<file path="config.mk">
export PLATFORM = sky130hd
export DESIGN_NAME = cp0_regfile_flat
export DESIGN_NICKNAME = d
export VERILOG_FILES = /design/src/rtl/cp0_pkg.sv /design/src/rtl/cp0_regfile_if.sv /design/src/rtl/cp0_timer.sv /design/src/rtl/cp0_regfile.sv /design/src/flat_wrapper.sv
export SDC_FILE = /design/constraint.sdc
export NUM_CORES = 1
export LEC_CHECK = 0
export CAP_MARGIN = 40
export CORE_UTILIZATION = 49
export CTS_CLUSTER_SIZE = 10
export DETAILED_ROUTE_END_ITERATION = 7
export HOLD_SLACK_MARGIN = 0.12
export PLACE_DENSITY = 0.84
export SLEW_MARGIN = 30
export SYNTH_ARGS = -nofsm -noshare
export SYNTH_HDL_FRONTEND = slang
export SYNTH_SLANG_ARGS = --single-unit
</file>
<file path="constraint.sdc">
create_clock -name clk -period 2.5 [get_ports clk]
set_input_delay 0.375 -clock clk [delete_from_list [all_inputs] [get_ports clk]]
set_output_delay 0.375 -clock clk [all_outputs]
set_load 0.005 [all_outputs]
</file>
<file path="src/rtl/cp0_pkg.sv">
`default_nettype none
// ---------------------------------------------------------------------------
// Module  : cp0_pkg
// Brief   : CP0 register numbering, Status/Cause layouts and ExcCode values
// Revision: 1.0 - initial release
// ---------------------------------------------------------------------------
package cp0_pkg;

  localparam logic [4:0] c_reg_badvaddr = 5'd8;
  localparam logic [4:0] c_reg_count    = 5'd9;
  localparam logic [4:0] c_reg_compare  = 5'd11;
  localparam logic [4:0] c_reg_status   = 5'd12;
  localparam logic [4:0] c_reg_cause    = 5'd13;
  localparam logic [4:0] c_reg_epc      = 5'd14;
  localparam logic [4:0] c_reg_ebase    = 5'd15;

  localparam logic [2:0] c_sel_0        = 3'd0;
  localparam logic [2:0] c_sel_ebase    = 3'd1;

  typedef struct packed {
    logic [8:0] zero_31_23;
    logic       bev;
    logic [5:0] zero_21_16;
    logic [7:0] im;
    logic [5:0] zero_7_2;
    logic       exl;
    logic       ie;
  } status_t;

  typedef struct packed {
    logic       bd;
    logic       ti;
    logic [5:0] zero_29_24;
    logic       iv;
    logic [6:0] zero_22_16;
    logic [7:0] ip;
    logic       zero_7;
    logic [4:0] exc_code;
    logic [1:0] zero_1_0;
  } cause_t;

  localparam logic [31:0] c_status_wmask = 32'h0040_FF03;
  localparam logic [31:0] c_cause_wmask  = 32'h0080_0300;
  localparam logic [31:0] c_ebase_wmask  = 32'h3FFF_F000;
  localparam logic [31:0] c_status_reset = 32'h0040_0000;

  typedef enum logic [4:0] {
    EXC_INT  = 5'd0,
    EXC_MOD  = 5'd1,
    EXC_TLBL = 5'd2,
    EXC_TLBS = 5'd3,
    EXC_ADEL = 5'd4,
    EXC_ADES = 5'd5,
    EXC_SYS  = 5'd8,
    EXC_BP   = 5'd9,
    EXC_RI   = 5'd10,
    EXC_CPU  = 5'd11,
    EXC_OV   = 5'd12,
    EXC_TR   = 5'd13
  } exc_code_e;

endpackage
`default_nettype wire

</file>
<file path="src/rtl/cp0_regfile_if.sv">
`default_nettype none
// ---------------------------------------------------------------------------
// Module  : cp0_regfile_if
// Brief   : MTC0/MFC0 port, exception-unit commit port and CP0 state feedback
// Revision: 1.0 - initial release
// ---------------------------------------------------------------------------
interface cp0_regfile_if;
  logic        mtc0_we;
  logic [4:0]  cp0_addr;
  logic [2:0]  cp0_sel;
  logic [31:0] mtc0_wdata;
  logic [31:0] mfc0_rdata;
  logic        exc_we;
  logic [4:0]  exc_code;
  logic [31:0] exc_epc;
  logic        exc_bd;
  logic        badvaddr_we;
  logic [31:0] badvaddr_in;
  logic        clear_exl;
  logic [5:0]  hw_int;
  logic [31:0] epc_out;
  logic        status_bev;
  logic        status_exl;
  logic        cause_iv;
  logic [31:0] ebase_out;
  logic        allow_int;
  logic [7:0]  int_pending;
  logic        timer_int;

  modport slave (
    input  mtc0_we, cp0_addr, cp0_sel, mtc0_wdata,
    input  exc_we, exc_code, exc_epc, exc_bd, badvaddr_we, badvaddr_in,
    input  clear_exl, hw_int,
    output mfc0_rdata, epc_out, status_bev, status_exl, cause_iv,
    output ebase_out, allow_int, int_pending, timer_int
  );

  modport master (
    output mtc0_we, cp0_addr, cp0_sel, mtc0_wdata,
    output exc_we, exc_code, exc_epc, exc_bd, badvaddr_we, badvaddr_in,
    output clear_exl, hw_int,
    input  mfc0_rdata, epc_out, status_bev, status_exl, cause_iv,
    input  ebase_out, allow_int, int_pending, timer_int
  );
endinterface
`default_nettype wire

</file>
<file path="src/rtl/cp0_timer.sv">
`default_nettype none
// ---------------------------------------------------------------------------
// Module  : cp0_timer
// Brief   : Count/Compare timer with prescaler and sticky TI flag
//           (TI generation only when CP0_TIMER_INT_EN is defined)
// Revision: 1.0 - initial release
// ---------------------------------------------------------------------------
module cp0_timer #(
  parameter int COUNT_DIV = 2
) (
  input  logic        clk,
  input  logic        resetn,
  input  logic        count_we,
  input  logic        compare_we,
  input  logic [31:0] wdata,
  output logic [31:0] count,
  output logic [31:0] compare,
  output logic        ti
);

  logic        div_q, div_d;
  logic [31:0] count_q, count_d;
  logic [31:0] compare_q, compare_d;
  logic        ti_q, ti_d;
  logic        inc;

  always_comb begin
    inc       = (div_q == 1'(COUNT_DIV - 1)) && !count_we;
    div_d     = div_q;
    count_d   = count_q;
    compare_d = compare_q;
    if (count_we) begin
      count_d = wdata;
      div_d   = 1'b0;
    end else if (inc) begin
      count_d = count_q + 32'd1;
      div_d   = 1'b0;
    end else begin
      div_d   = div_q + 1'b1;
    end
    if (compare_we) begin
      compare_d = wdata;
    end
    // A Compare write clears TI even when the match fires on the same edge
`ifdef CP0_TIMER_INT_EN
    ti_d = compare_we ? 1'b0 : (ti_q || (inc && (count_q == compare_q)));
`else
    ti_d = ti_q && !compare_we;
`endif
  end

  always_ff @(posedge clk or negedge resetn) begin
    if (!resetn) begin
      div_q     <= 1'b0;
      count_q   <= 32'd0;
      compare_q <= 32'd0;
      ti_q      <= 1'b0;
    end else begin
      div_q     <= div_d;
      count_q   <= count_d;
      compare_q <= compare_d;
      ti_q      <= ti_d;
    end
  end

  assign count   = count_q;
  assign compare = compare_q;
  assign ti      = ti_q;

endmodule
`default_nettype wire

</file>
<file path="src/rtl/cp0_regfile.sv">
`default_nettype none
// ---------------------------------------------------------------------------
// Module  : cp0_regfile
// Brief   : CP0 Status/Cause/EPC/BadVAddr/EBase plus Count/Compare timer;
//           CP0_TIMER_INT_EN routes the timer interrupt onto IP7/timer_int
// Revision: 1.0 - initial release
// ---------------------------------------------------------------------------
module cp0_regfile #(
  parameter int          COUNT_DIV   = 2,
  parameter logic [31:0] EBASE_RESET = 32'h8000_0000
) (
  input  logic          clk,
  input  logic          resetn,
  cp0_regfile_if.slave  bus
);
  import cp0_pkg::*;

  logic        wr_count, wr_compare, wr_status, wr_cause, wr_epc, wr_ebase;
  status_t     status_q, status_d;
  logic        cause_bd_q, cause_bd_d;
  logic        cause_iv_q, cause_iv_d;
  logic [1:0]  ip_sw_q, ip_sw_d;
  logic [5:0]  ip_hw_q;
  logic [4:0]  exc_code_q, exc_code_d;
  logic [31:0] epc_q, epc_d;
  logic [31:0] badvaddr_q, badvaddr_d;
  logic [17:0] ebase_q, ebase_d;
  logic [31:0] count, compare;
  logic        ti, ip7;
  cause_t      cause_w;
  logic [31:0] ebase_w;
  logic [31:0] rdata;

  always_comb begin
    wr_count   = bus.mtc0_we && bus.cp0_addr == c_reg_count   && bus.cp0_sel == c_sel_0;
    wr_compare = bus.mtc0_we && bus.cp0_addr == c_reg_compare && bus.cp0_sel == c_sel_0;
    wr_status  = bus.mtc0_we && bus.cp0_addr == c_reg_status  && bus.cp0_sel == c_sel_0;
    wr_cause   = bus.mtc0_we && bus.cp0_addr == c_reg_cause   && bus.cp0_sel == c_sel_0;
    wr_epc     = bus.mtc0_we && bus.cp0_addr == c_reg_epc     && bus.cp0_sel == c_sel_0;
    wr_ebase   = bus.mtc0_we && bus.cp0_addr == c_reg_ebase   && bus.cp0_sel == c_sel_ebase;
  end

  cp0_timer #(
    .COUNT_DIV (COUNT_DIV)
  ) u_timer (
    .clk        (clk),
    .resetn     (resetn),
    .count_we   (wr_count),
    .compare_we (wr_compare),
    .wdata      (bus.mtc0_wdata),
    .count      (count),
    .compare    (compare),
    .ti         (ti)
  );

  always_comb begin
    status_d   = status_q;
    cause_bd_d = cause_bd_q;
    cause_iv_d = cause_iv_q;
    ip_sw_d    = ip_sw_q;
    exc_code_d = exc_code_q;
    epc_d      = epc_q;
    badvaddr_d = badvaddr_q;
    ebase_d    = ebase_q;

    if (wr_status) begin
      status_d = status_t'(bus.mtc0_wdata & c_status_wmask);
    end
    if (wr_cause) begin
      cause_iv_d = bus.mtc0_wdata[23];
      ip_sw_d    = bus.mtc0_wdata[9:8];
    end
    if (wr_ebase) begin
      ebase_d = bus.mtc0_wdata[29:12];
    end
    if (bus.badvaddr_we) begin
      badvaddr_d = bus.badvaddr_in;
    end

    // Exception/ERET commits own EXL, EPC, BD and ExcCode over any MTC0
    if (bus.exc_we) begin
      status_d.exl = 1'b1;
      exc_code_d   = bus.exc_code;
      if (!status_q.exl) begin
        epc_d      = bus.exc_epc;
        cause_bd_d = bus.exc_bd;
      end
    end else if (bus.clear_exl) begin
      status_d.exl = 1'b0;
    end else if (wr_epc) begin
      epc_d = bus.mtc0_wdata;
    end
  end

  always_ff @(posedge clk or negedge resetn) begin
    if (!resetn) begin
      status_q   <= status_t'(c_status_reset);
      cause_bd_q <= 1'b0;
      cause_iv_q <= 1'b0;
      ip_sw_q    <= 2'b00;
      ip_hw_q    <= 6'd0;
      exc_code_q <= 5'd0;
      epc_q      <= 32'd0;
      badvaddr_q <= 32'd0;
      ebase_q    <= EBASE_RESET[29:12];
    end else begin
      status_q   <= status_d;
      cause_bd_q <= cause_bd_d;
      cause_iv_q <= cause_iv_d;
      ip_sw_q    <= ip_sw_d;
      ip_hw_q    <= bus.hw_int;
      exc_code_q <= exc_code_d;
      epc_q      <= epc_d;
      badvaddr_q <= badvaddr_d;
      ebase_q    <= ebase_d;
    end
  end

`ifdef CP0_TIMER_INT_EN
  assign ip7           = ip_hw_q[5] | ti;
  assign bus.timer_int = ti;
`else
  assign ip7           = ip_hw_q[5];
  assign bus.timer_int = 1'b0;
`endif

  always_comb begin
    cause_w          = '0;
    cause_w.bd       = cause_bd_q;
    cause_w.ti       = ti;
    cause_w.iv       = cause_iv_q;
    cause_w.ip       = {ip7, ip_hw_q[4:0], ip_sw_q};
    cause_w.exc_code = exc_code_q;
  end

  assign ebase_w = {2'b10, ebase_q, 12'd0};

  always_comb begin
    rdata = 32'd0;
    case ({bus.cp0_addr, bus.cp0_sel})
      {c_reg_badvaddr, c_sel_0}:     rdata = badvaddr_q;
      {c_reg_count,    c_sel_0}:     rdata = count;
      {c_reg_compare,  c_sel_0}:     rdata = compare;
      {c_reg_status,   c_sel_0}:     rdata = status_q;
      {c_reg_cause,    c_sel_0}:     rdata = cause_w;
      {c_reg_epc,      c_sel_0}:     rdata = epc_q;
      {c_reg_ebase,    c_sel_ebase}: rdata = ebase_w;
      default:                       rdata = 32'd0;
    endcase
  end

  assign bus.mfc0_rdata  = rdata;
  assign bus.epc_out     = epc_q;
  assign bus.status_bev  = status_q.bev;
  assign bus.status_exl  = status_q.exl;
  assign bus.cause_iv    = cause_iv_q;
  assign bus.ebase_out   = ebase_w;
  assign bus.allow_int   = status_q.ie & ~status_q.exl;
  assign bus.int_pending = cause_w.ip & status_q.im;

endmodule
`default_nettype wire

</file>
<file path="src/flat_wrapper.sv">
// flat-port wrapper written by rule: the top's interface ports become plain ports
module cp0_regfile_flat import cp0_pkg::*;
#(
  parameter int          COUNT_DIV   = 2,
  parameter logic [31:0] EBASE_RESET = 32'h8000_0000
)
  (clk, resetn, bus_mtc0_we, bus_cp0_addr, bus_cp0_sel, bus_mtc0_wdata, bus_exc_we, bus_exc_code, bus_exc_epc, bus_exc_bd, bus_badvaddr_we, bus_badvaddr_in, bus_clear_exl, bus_hw_int, bus_mfc0_rdata, bus_epc_out, bus_status_bev, bus_status_exl, bus_cause_iv, bus_ebase_out, bus_allow_int, bus_int_pending, bus_timer_int);
  cp0_regfile_if bus_i ();
  input  logic clk;
  input  logic resetn;
  input wire logic [$bits(bus_i.mtc0_we)-1:0] bus_mtc0_we;
  input wire logic [$bits(bus_i.cp0_addr)-1:0] bus_cp0_addr;
  input wire logic [$bits(bus_i.cp0_sel)-1:0] bus_cp0_sel;
  input wire logic [$bits(bus_i.mtc0_wdata)-1:0] bus_mtc0_wdata;
  input wire logic [$bits(bus_i.exc_we)-1:0] bus_exc_we;
  input wire logic [$bits(bus_i.exc_code)-1:0] bus_exc_code;
  input wire logic [$bits(bus_i.exc_epc)-1:0] bus_exc_epc;
  input wire logic [$bits(bus_i.exc_bd)-1:0] bus_exc_bd;
  input wire logic [$bits(bus_i.badvaddr_we)-1:0] bus_badvaddr_we;
  input wire logic [$bits(bus_i.badvaddr_in)-1:0] bus_badvaddr_in;
  input wire logic [$bits(bus_i.clear_exl)-1:0] bus_clear_exl;
  input wire logic [$bits(bus_i.hw_int)-1:0] bus_hw_int;
  output wire logic [$bits(bus_i.mfc0_rdata)-1:0] bus_mfc0_rdata;
  output wire logic [$bits(bus_i.epc_out)-1:0] bus_epc_out;
  output wire logic [$bits(bus_i.status_bev)-1:0] bus_status_bev;
  output wire logic [$bits(bus_i.status_exl)-1:0] bus_status_exl;
  output wire logic [$bits(bus_i.cause_iv)-1:0] bus_cause_iv;
  output wire logic [$bits(bus_i.ebase_out)-1:0] bus_ebase_out;
  output wire logic [$bits(bus_i.allow_int)-1:0] bus_allow_int;
  output wire logic [$bits(bus_i.int_pending)-1:0] bus_int_pending;
  output wire logic [$bits(bus_i.timer_int)-1:0] bus_timer_int;
  assign bus_i.mtc0_we = bus_mtc0_we;
  assign bus_i.cp0_addr = bus_cp0_addr;
  assign bus_i.cp0_sel = bus_cp0_sel;
  assign bus_i.mtc0_wdata = bus_mtc0_wdata;
  assign bus_i.exc_we = bus_exc_we;
  assign bus_i.exc_code = bus_exc_code;
  assign bus_i.exc_epc = bus_exc_epc;
  assign bus_i.exc_bd = bus_exc_bd;
  assign bus_i.badvaddr_we = bus_badvaddr_we;
  assign bus_i.badvaddr_in = bus_badvaddr_in;
  assign bus_i.clear_exl = bus_clear_exl;
  assign bus_i.hw_int = bus_hw_int;
  assign bus_mfc0_rdata = bus_i.mfc0_rdata;
  assign bus_epc_out = bus_i.epc_out;
  assign bus_status_bev = bus_i.status_bev;
  assign bus_status_exl = bus_i.status_exl;
  assign bus_cause_iv = bus_i.cause_iv;
  assign bus_ebase_out = bus_i.ebase_out;
  assign bus_allow_int = bus_i.allow_int;
  assign bus_int_pending = bus_i.int_pending;
  assign bus_timer_int = bus_i.timer_int;
  cp0_regfile #(.COUNT_DIV(COUNT_DIV), .EBASE_RESET(EBASE_RESET)) u_core (.clk(clk), .resetn(resetn), .bus(bus_i));
endmodule
</file>
==> results.ini <==
[clock_network]
cts_max_path_buffers=2
clk_pin_slew_worst_paths_ns=0.06
cts-buffers-inserted=17
clock-sinks=174
root_buffer=clkbuf_16
htree_levels=4
tritoncts=done
clock_latency_ns=0.43

[detailed_routing]
drc_errors=0
drt_iter0_markers=493
via_per_inst=5.91
firstDrtPassIters=6
ant_nets=0
num_vias=7557
routed_wl_um=27000
wl_per_cell_um=21.1

[placed_design]
port_buffers=215
dpl.cell_count=1238
place.gp.congestion=0.885
dpl.hpwl_um=19200

[critical_path]
cp-start-kind=input pin
critPathLaunch=bus_cp0_addr[4]
crit_required_ns=2.12
critical_path.max_fanout=8
r2r-start=u_core.u_timer.count[3]
setup.worst_path.end_class=output port
worstPathArrival_ns=2.15
critPathKind=in2out

[global_route]
grt_overflow=0
grt_pass1_vias=7648
grt_first_pass_wirelength_um=41800
grt_use_total=0.299
grt_max_degree=56
antenna_found_initial=2

[logic_synthesis]
syn_inst=798
ys_ff_latch=174
synth_top_area_frac=0.490
syn_area_um2=8840
synth_edf_count=0
synth_area_leader_cell=dfrtp_1
synth_warnings=0
async_flop_share=1.00
synth_ff_type=dfrtp_1
syn_avg_cell_area_um2=11.1
synth.distinct_cells=53
seq_area_frac_synth=0.493
yosys-top-cells-area=dfrtp_1, mux2_2, mux2i_1

[power_and_ir_drop]
pwr-share-seq=0.483
power_density_nw_per_um2=579
leakagePower_uw=0.00566
fin_total_pwr_uw=7110
p_int_uw=5230
power_frac_clock=0.348
p_switching_uw=1880
swShare=0.265
comb_power_share=0.168
peakVddDrop_v=0.000477

[status]
status=finished with violations
violations=setup timing

[die]
coreArea_um2=17500
start_util=0.506
die_area_um2=18600
dieHeight_um=136
die_w_um=136
io_pins=231
rows=48

[sta]
relSlewSlack=0.616
setup_ws_ns=-0.0269
clock.fmax_ghz=0.396
hold_violations=0
layout_min_cycle_time_ns=2.53
hold_slack_ns=0.384
fin_tns_setup_ns=-0.0654
skew_ns=0.00676
setup_viol_count_final=5
rsz0062_at_grt=true
worstMarginPinSlew_ns=0.576
period_share=1.01
report.final.slew_viol_count=0

[hold_path]
hold_path_startpoint=bus_hw_int[0]
hold_path.class=in2reg

[cells_and_area]
fin_util=0.703
layout.cells.non_filler=1279
drive_above_1_share=0.208
nNetsFinal=1164
area_growth_pct=38.9

[run]
max_cap_viol_count=0

==> timing repair <==
item / CTS / global route
hold buffers: 1 / 0
endpoints found under the setup margin: 32 / 24
cloned: 1 / 0
pin swaps: 2 / 3
endpoints found under the hold margin: 52 / 0
gates resized for setup: 36 / 25
buffers inserted: 5 / 2
==> layout by cell type, fill, tap and decap left out, types with 12 or more instances in the layout <==
cell / count
clkdlybuf4s50_1: 177
dfrtp_1: 173
mux2_2: 101
mux2i_1: 76
o21ai_0: 69
nand2_1: 62
buf_4: 50
a22oi_1: 28
nor2_1: 28
a31oi_1: 19
dlymetal6s2s_1: 19
nand3_1: 18
clkbuf_16: 17
conb_1: 15
or4_1: 14
a22o_1: 12
==> cells by family (layout without fill, tap and decap cells) <==
logic type / Yosys count / count (layout) / synth area share
AOI/OAI and AO/OA: 176 / 176 / 0.127
other: 2 / 17 / 0.000849
xor gates and xnor gates: 12 / 12 / 0.0119
and+or+nand+nor: 181 / 181 / 0.111
buffers and inverters: 75 / 316 / 0.0405
adders and majority gates: 1 / 1 / 0.00141
muxes: 177 / 177 / 0.215
DFF: 174 / 174 / 0.493
==> area by class of cell <==
class	instances	area [µm²]
Multi-Input combinational cell	562	4260
Sequential cell	174	4360
Clock buffer	23	468
Inverter	4	15.0
Antenna cell	2	5.00
Clock inverter	7	65.1
Tap cell	225	282
Timing Repair Buffer	282	2830
Fill cell	1230	5200
==> Yosys cell counts, types with 2 or more instances <==
cell type  number
and2_1          9
nor2b_1         5
and3_1          4
o221ai_1        2
nor4_1          2
nor2_1         29
or4_1          15
nor4_2          2
buf_1           7
nand3_1        18
inv_1           4
nand2_1        62
buf_2          16
mux2i_1        76
conb_1          2
xor2_1          7
clkbuf_1       33
and4_1          4
o21ai_0        70
nand3b_1        2
xnor2_1         5
or3_1           7
o22ai_1         8
dfrtp_1       173
o31ai_1        11
nand4_1         9
a31oi_1        19
o211ai_1        5
buf_4          15
and2_0          2
o2bb2ai_1       8
a22oi_1        28
a21oi_1         8
mux2_2        101
a22o_1         12
==> routing by layer <==
layer / share of wire / up-vias / global-route usage
met5: 0 / - / 0
met2: 0.49 / 334 / 0.483
met1: 0.42 / 3768 / 0.392
met4: 0.028 / 0 / 0.140
li1: - / 3405 / -
met3: 0.063 / 50 / 0.0511
==> state kept, by name, indices dropped and copies added, names as in the netlist, 2 cells and up <==
register / cells
u_core.badvaddr_q: 32
u_core.bus.epc_out: 32
u_core.u_timer.compare: 32
u_core.u_timer.count: 32
u_core.ebase_q: 18
u_core.status_q: 9
u_core.ip_hw_q: 6
u_core.exc_code_q: 5
u_core.ip_sw_q: 2
==> worst paths after layout <==
kind / end / depth (start not counted) / slack [ns]
worst max-delay path: bus_mfc0_rdata[14] / 7 / -0.03
worst min-delay path: u_core.ip_hw_q[0] / 1 / 0.38
worst max register to register: u_core.u_timer.count[31] / 4 / 0.28
worst min register to register: u_core.u_timer.compare[14] / 1 / 0.51
max in group asynchronous: u_core.u_timer.count[15] / 3 / 1.32
min in group asynchronous: u_core.bus.epc_out[4] / 2 / 0.47
==> per-stage QoR <==
step	worst slack [ns]	cell area, µm²
detailed placement	-0.449	11600
global placement	-0.371	11600
global route	-0.115	12300
floorplan	0.267	8890
finish	-0.0269	12300
CTS	-0.0277	12200
==> worst max-delay path, cell delays in order <==
cell             delay, ns
dlygate4sd2_1         0.33
nor4b_4               0.31
buf_4                 0.26
o2bb2ai_1             0.15
a22oi_1               0.09
o211ai_1              0.11
clkdlybuf4s50_1       0.53
==> power groups by stage <==
stage / registers, µW / clock network [µW] / logic (µW)
final: 3430 / 2470 / 1200
after global routing: 3470 / 2620 / 1300
after CTS: 3420 / 2500 / 1200
after detailed placement: 3470 / 0 / 1180
after global placement: 3450 / 0 / 1150
after floorplan: 3390 / 0 / 521
Power figures use the tool's default switching activity.
